File: src/rtl/alu_uart_ctrl.sv
// Frame sequencer between a UART byte receiver/transmitter and a combinational ALU.
// Collects operand A, operand B and an op byte, then sends the ALU result back as one byte.
module alu_uart_ctrl #(
  parameter int NB_DATA      = 8,
  parameter int NB_OPERATION = 6,
  parameter int TIMEOUT      = 1000,
  parameter int NB_TIMER     = 16
) (
  input  logic                    i_clk,
  input  logic                    i_reset,
  input  logic [NB_DATA-1:0]      i_rx_data,
  input  logic                    i_rx_done,
  input  logic [NB_DATA-1:0]      i_alu_result,
  input  logic                    i_tx_done,
  output logic [NB_DATA-1:0]      o_data_a,
  output logic [NB_DATA-1:0]      o_data_b,
  output logic [NB_OPERATION-1:0] o_op,
  output logic [NB_DATA-1:0]      o_tx_data,
  output logic                    o_tx_start,
  output logic                    o_busy,
  output logic                    o_rx_drop,
  output logic                    o_timeout
);

  typedef enum logic [2:0] {
    S_A       = 3'd0,
    S_B       = 3'd1,
    S_OP      = 3'd2,
    S_EXEC    = 3'd3,
    S_TX      = 3'd4,
    S_WAIT_TX = 3'd5
  } state_t;

  localparam bit                  TIMEOUT_EN = (TIMEOUT != 0);
  localparam logic [NB_TIMER-1:0] TIMER_LAST = (TIMEOUT == 0) ? '0 : NB_TIMER'(TIMEOUT - 1);

  state_t                  state_q, state_d;
  logic [NB_DATA-1:0]      data_a_q, data_a_d;
  logic [NB_DATA-1:0]      data_b_q, data_b_d;
  logic [NB_OPERATION-1:0] op_q, op_d;
  logic [NB_DATA-1:0]      tx_data_q, tx_data_d;
  logic                    tx_start_q, tx_start_d;
  logic                    rx_drop_q, rx_drop_d;
  logic                    timeout_q, timeout_d;
  logic [NB_TIMER-1:0]     timer_q, timer_d;

  logic in_frame;
  logic busy;
  logic timer_expired;

  assign in_frame = (state_q == S_B) || (state_q == S_OP);
  assign busy     = (state_q == S_EXEC) || (state_q == S_TX) || (state_q == S_WAIT_TX);

  // A byte arriving on the expiry cycle takes priority over the timeout.
  assign timer_expired = TIMEOUT_EN && in_frame && (timer_q == TIMER_LAST) && !i_rx_done;

  always_ff @(posedge i_clk or posedge i_reset) begin
    if (i_reset) begin
      state_q    <= S_A;
      data_a_q   <= '0;
      data_b_q   <= '0;
      op_q       <= '0;
      tx_data_q  <= '0;
      tx_start_q <= 1'b0;
      rx_drop_q  <= 1'b0;
      timeout_q  <= 1'b0;
      timer_q    <= '0;
    end else begin
      state_q    <= state_d;
      data_a_q   <= data_a_d;
      data_b_q   <= data_b_d;
      op_q       <= op_d;
      tx_data_q  <= tx_data_d;
      tx_start_q <= tx_start_d;
      rx_drop_q  <= rx_drop_d;
      timeout_q  <= timeout_d;
      timer_q    <= timer_d;
    end
  end

  always_comb begin
    state_d = state_q;
    case (state_q)
      S_A:       if (i_rx_done) state_d = S_B;
      S_B: begin
        if (i_rx_done)          state_d = S_OP;
        else if (timer_expired) state_d = S_A;
      end
      S_OP: begin
        if (i_rx_done)          state_d = S_EXEC;
        else if (timer_expired) state_d = S_A;
      end
      S_EXEC:    state_d = S_TX;
      S_TX:      state_d = S_WAIT_TX;
      S_WAIT_TX: if (i_tx_done) state_d = S_A;
      default:   state_d = S_A;
    endcase
  end

  always_comb begin
    data_a_d   = data_a_q;
    data_b_d   = data_b_q;
    op_d       = op_q;
    tx_data_d  = tx_data_q;
    tx_start_d = 1'b0;
    rx_drop_d  = 1'b0;
    timeout_d  = timer_expired;
    timer_d    = '0;

    if (i_rx_done) begin
      case (state_q)
        S_A:     data_a_d = i_rx_data;
        S_B:     data_b_d = i_rx_data;
        S_OP:    op_d     = i_rx_data[NB_OPERATION-1:0];
        default: rx_drop_d = 1'b1;
      endcase
    end

    // Operands are stable on the ALU during S_EXEC, so its result is captured there.
    if (state_q == S_EXEC) begin
      tx_data_d  = i_alu_result;
      tx_start_d = 1'b1;
    end

    if (in_frame && (state_d == state_q) && !i_rx_done) timer_d = timer_q + 1'b1;
  end

  assign o_data_a   = data_a_q;
  assign o_data_b   = data_b_q;
  assign o_op       = op_q;
  assign o_tx_data  = tx_data_q;
  assign o_tx_start = tx_start_q;
  assign o_busy     = busy;
  assign o_rx_drop  = rx_drop_q;
  assign o_timeout  = timeout_q;

endmodule

File: config.mk
export PLATFORM = sky130hd
export DESIGN_NAME = alu_uart_ctrl
export DESIGN_NICKNAME = d
export VERILOG_FILES = /design/src/rtl/alu_uart_ctrl.sv
export SDC_FILE = /design/constraint.sdc
export NUM_CORES = 1
export LEC_CHECK = 0
export BUFFER_PORTS_ARGS = -buffer_cell sky130_fd_sc_hd__buf_4
export CORE_ASPECT_RATIO = 1.75
export CORE_MARGIN = 5
export CORE_UTILIZATION = 52
export DETAILED_ROUTE_END_ITERATION = 6
export PLACE_DENSITY = 0.77
export REMOVE_ABC_BUFFERS = 1
export SYNTH_ARGS = -nofsm -noshare
export SYNTH_HDL_FRONTEND = slang
export SYNTH_SLANG_ARGS = --single-unit
File: constraint.sdc
create_clock -name i_clk -period 3.3 [get_ports i_clk]
set_clock_uncertainty 0.15 [all_clocks]
set_input_delay 0.33 -clock i_clk [delete_from_list [all_inputs] [get_ports i_clk]]
set_output_delay 0.33 -clock i_clk [all_outputs]
set_load 0.02 [all_outputs]
==> flow_summary.json <==
{
  "average_wire_per_cell_in_the_routed_design_um": 14.5,
  "post-layout-total-power_w": 0.00257,
  "setup_viol": 0,
  "worst_setup_path_start": "timer_q[0]",
  "cts_buffer_depth": 2,
  "min_path_type": "input pin to register",
  "synth_cell_type_count": 31,
  "postSynthAreaPerCell_sq_um": 11.6,
  "p_leak_nw": 1.28,
  "seqCellArea_sq_um": 1300,
  "post-synth-top-area-cell": "sky130_fd_sc_hd__dfrtp_1",
  "post_cts_hold_fix_bufs": 0,
  "endpoint_kind": "register",
  "drt-initial-drc-count": 20,
  "setup_slack_ns": 0.803,
  "die_x_extent_um": 59.0,
  "clock_latency_ns": 0.30,
  "post_detailed_routing_wire_length_um": 4250,
  "fin_setup_tns_ns": 0,
  "pre_cts_slack_ns": 0.794,
  "buffer_ports.inserted": 53,
  "drive_gt1_share_pct": 36.3,
  "grt_first_pass_wirelength_um": 7260,
  "route.vias.total": 1525,
  "tritoncts_clock_tree": "done",
  "layout-area-overhead-vs-synth_pct": 27.4,
  "rsz0062_at_grt": "no",
  "timing.critical_path.cells": "ha_1, or4b_1, or4_4, nand2b_1, nor2_1",
  "die_area_sq_um": 5650,
  "critPathMaxFanout": 16,
  "detailed_place_hpwl_um": 3110,
  "power_density_nw_per_um2": 923,
  "clock_tree.root_cell": "sky130_fd_sc_hd__clkbuf_8",
  "dpl.cell_count": 286,
  "vdd_drop_max_v": 0.000523,
  "antenna_left": 0,
  "netlist_instances": 188,
  "final.min_clock_period_ns": 2.50,
  "clkTransAtPathRegs_ns": 0.09,
  "fp.dieH_um": 95.7,
  "fp-row-count": 31,
  "design.core.area_sq_um": 4110,
  "layout.cells.non_filler": 294,
  "fillCellCount": 321,
  "gr-total-overflow": 0,
  "clock_sink_count": 52,
  "number_of_warning_messages_in_the_yosys_log": 0,
  "r2r-start": "timer_q[0]",
  "worstSetupPathType": "register to register",
  "number_of_antenna_violations_at_the_first_check_in_global_routing": 0,
  "tritoncts.num_buffers": 5,
  "vias_per_cell": 5.19,
  "multi_input_combinational_cell_area_sq_um": 836,
  "max_freq_mhz": 401,
  "synth.area.top_cells": "sky130_fd_sc_hd__dfrtp_1, sky130_fd_sc_hd__mux2_2, sky130_fd_sc_hd__xnor2_1, sky130_fd_sc_hd__nand2_1, sky130_fd_sc_hd__nor2_1",
  "hold_path_start": "i_alu_result[4]",
  "cts_setup_buffers": 0,
  "first_global_vias": 1575,
  "detail_route.drc_violations": 0,
  "timing.critical_path.arrival_ns": 2.51,
  "synth-seq-area-share_pct": 59.6,
  "cp_data_required_time_ns": 3.31,
  "cap_viol_max_count": 0,
  "initial_core_util_pct": 53.1,
  "grt_max_degree": 53,
  "period_share_pct": 75.7,
  "top_level_ports": 54,
  "worst_pin_slew_ns": 1.06,
  "place_congestion": 0.755,
  "ctsResizeCount": 0,
  "most_common_library_cell_in_the_layout_ignoring_fill_and_taps": "sky130_fd_sc_hd__buf_4",
  "firstDrtPassIters": 4,
  "mostFrequentLayoutCells": "sky130_fd_sc_hd__buf_4, sky130_fd_sc_hd__dfrtp_1, sky130_fd_sc_hd__nand2_1",
  "netlist.area_leader.share_pct": 59.6,
  "slew_headroom_pct": 29.3,
  "slowest_cell_delay_on_critical_path_ns": 0.55,
  "yosys_register_bits": 52,
  "crit_path_top_delay_cell": "sky130_fd_sc_hd__or4_4",
  "nets": 265,
  "post_synth_instance_area_sq_um": 2180,
  "htree_depth": 2,
  "run_status": "completed",
  "timing.critical_path.from_type": "register",
  "hold_viol": 0,
  "n_antenna_cell": 0,
  "grt_usage_pct": 17.0,
  "slew_viol_final": 0
}
[power breakdown]
part           internal (W)  total (W)  switching (W)
Sequential         0.000853   0.000985       0.000132
Combinational      0.000472    0.00100       0.000532
Clock              0.000379   0.000577       0.000198
[final cells by class]
type                    count  area share [%]
clock buffers               5            2.47
flip-flops and latches     52            46.8
multi-input cells         125            30.0
clock inverters             3            3.24
inverters                   7           0.945
well taps                  49            2.20
repair buffers             53            14.3
[metrics by stage]
stage          hold WS, ns  util (%)  area (sq um)
2_1_floorplan        0.285         -          2160
3_3_place_gp         0.310      63.8          2620
3_5_place_dp         0.314      63.8          2620
4_1_cts             0.0540      67.7          2780
5_1_grt             0.0610      67.7          2780
6_report            0.0597      67.7          2780
[cell usage after synthesis (all sizes together)]
cell type,number
or3,1
nor2b,1
nand2b,4
a211o,1
ha,1
clkinv,1
nand2,28
a21oi,2
nor4b,1
mux2,22
or4b,1
nand4b,1
nor4,3
inv,6
dfrtp,52
clkbuf,3
nor3,6
or2b,2
nand3,5
or4,2
nand3b,1
nor2,23
nand4,4
xnor2,13
o32ai,1
xor2,1
and2,1
buf,1
[registers in the layout, summed over array words and instances, names as in the netlist]
register and flops:
o_timeout 1, o_tx_data 8, timer_q 16, o_op 6
o_rx_drop 1, state_q 3, o_data_b 8, o_tx_start 1
o_data_a 8
[kinds of logic (layout without fill, tap and decap cells)]
family	count (synthesis)	count (layout)	share of synthesized area [%]
fa+ha+maj	1	1	0.573
buf+inv	11	68	2.12
mux	22	22	11.3
simple gates	84	84	19.5
xor+xnor	14	14	5.62
flops	52	52	59.6
compound gates	4	4	1.26
[critical path: cells and delay by family (launching register included)]
| kind | cells | cell delay [ns] |
|---|---|---|
| adder cells (fa/ha/maj) | 1 | 0.24 |
| AND/OR/NAND/NOR | 4 | 1.58 |
| flip-flops | 1 | 0.39 |
[routing by layer]
layer | global-route usage (%) | up-vias | routed length (um)
met5 | 0 | - | 0
met4 | 6.81 | 0 | 79
met3 | 3.09 | 6 | 219
met2 | 31.0 | 36 | 2280
met1 | 19.0 | 742 | 1670
li1 | - | 741 | -
[final timing paths]
kind | end | cells after the start | slack [ns]
setup / recovery | timer_q[4] | 5 | 0.80
min in group asynchronous | o_op[1] | 2 | 0.14
hold reg to reg | o_tx_data[6] | 2 | 0.33
max in group asynchronous | o_data_b[3] | 2 | 2.20
hold / removal | o_tx_data[4] | 3 | 0.06
setup reg to reg | timer_q[4] | 5 | 0.80
Note: power is estimated with default switching activity, not from simulation.
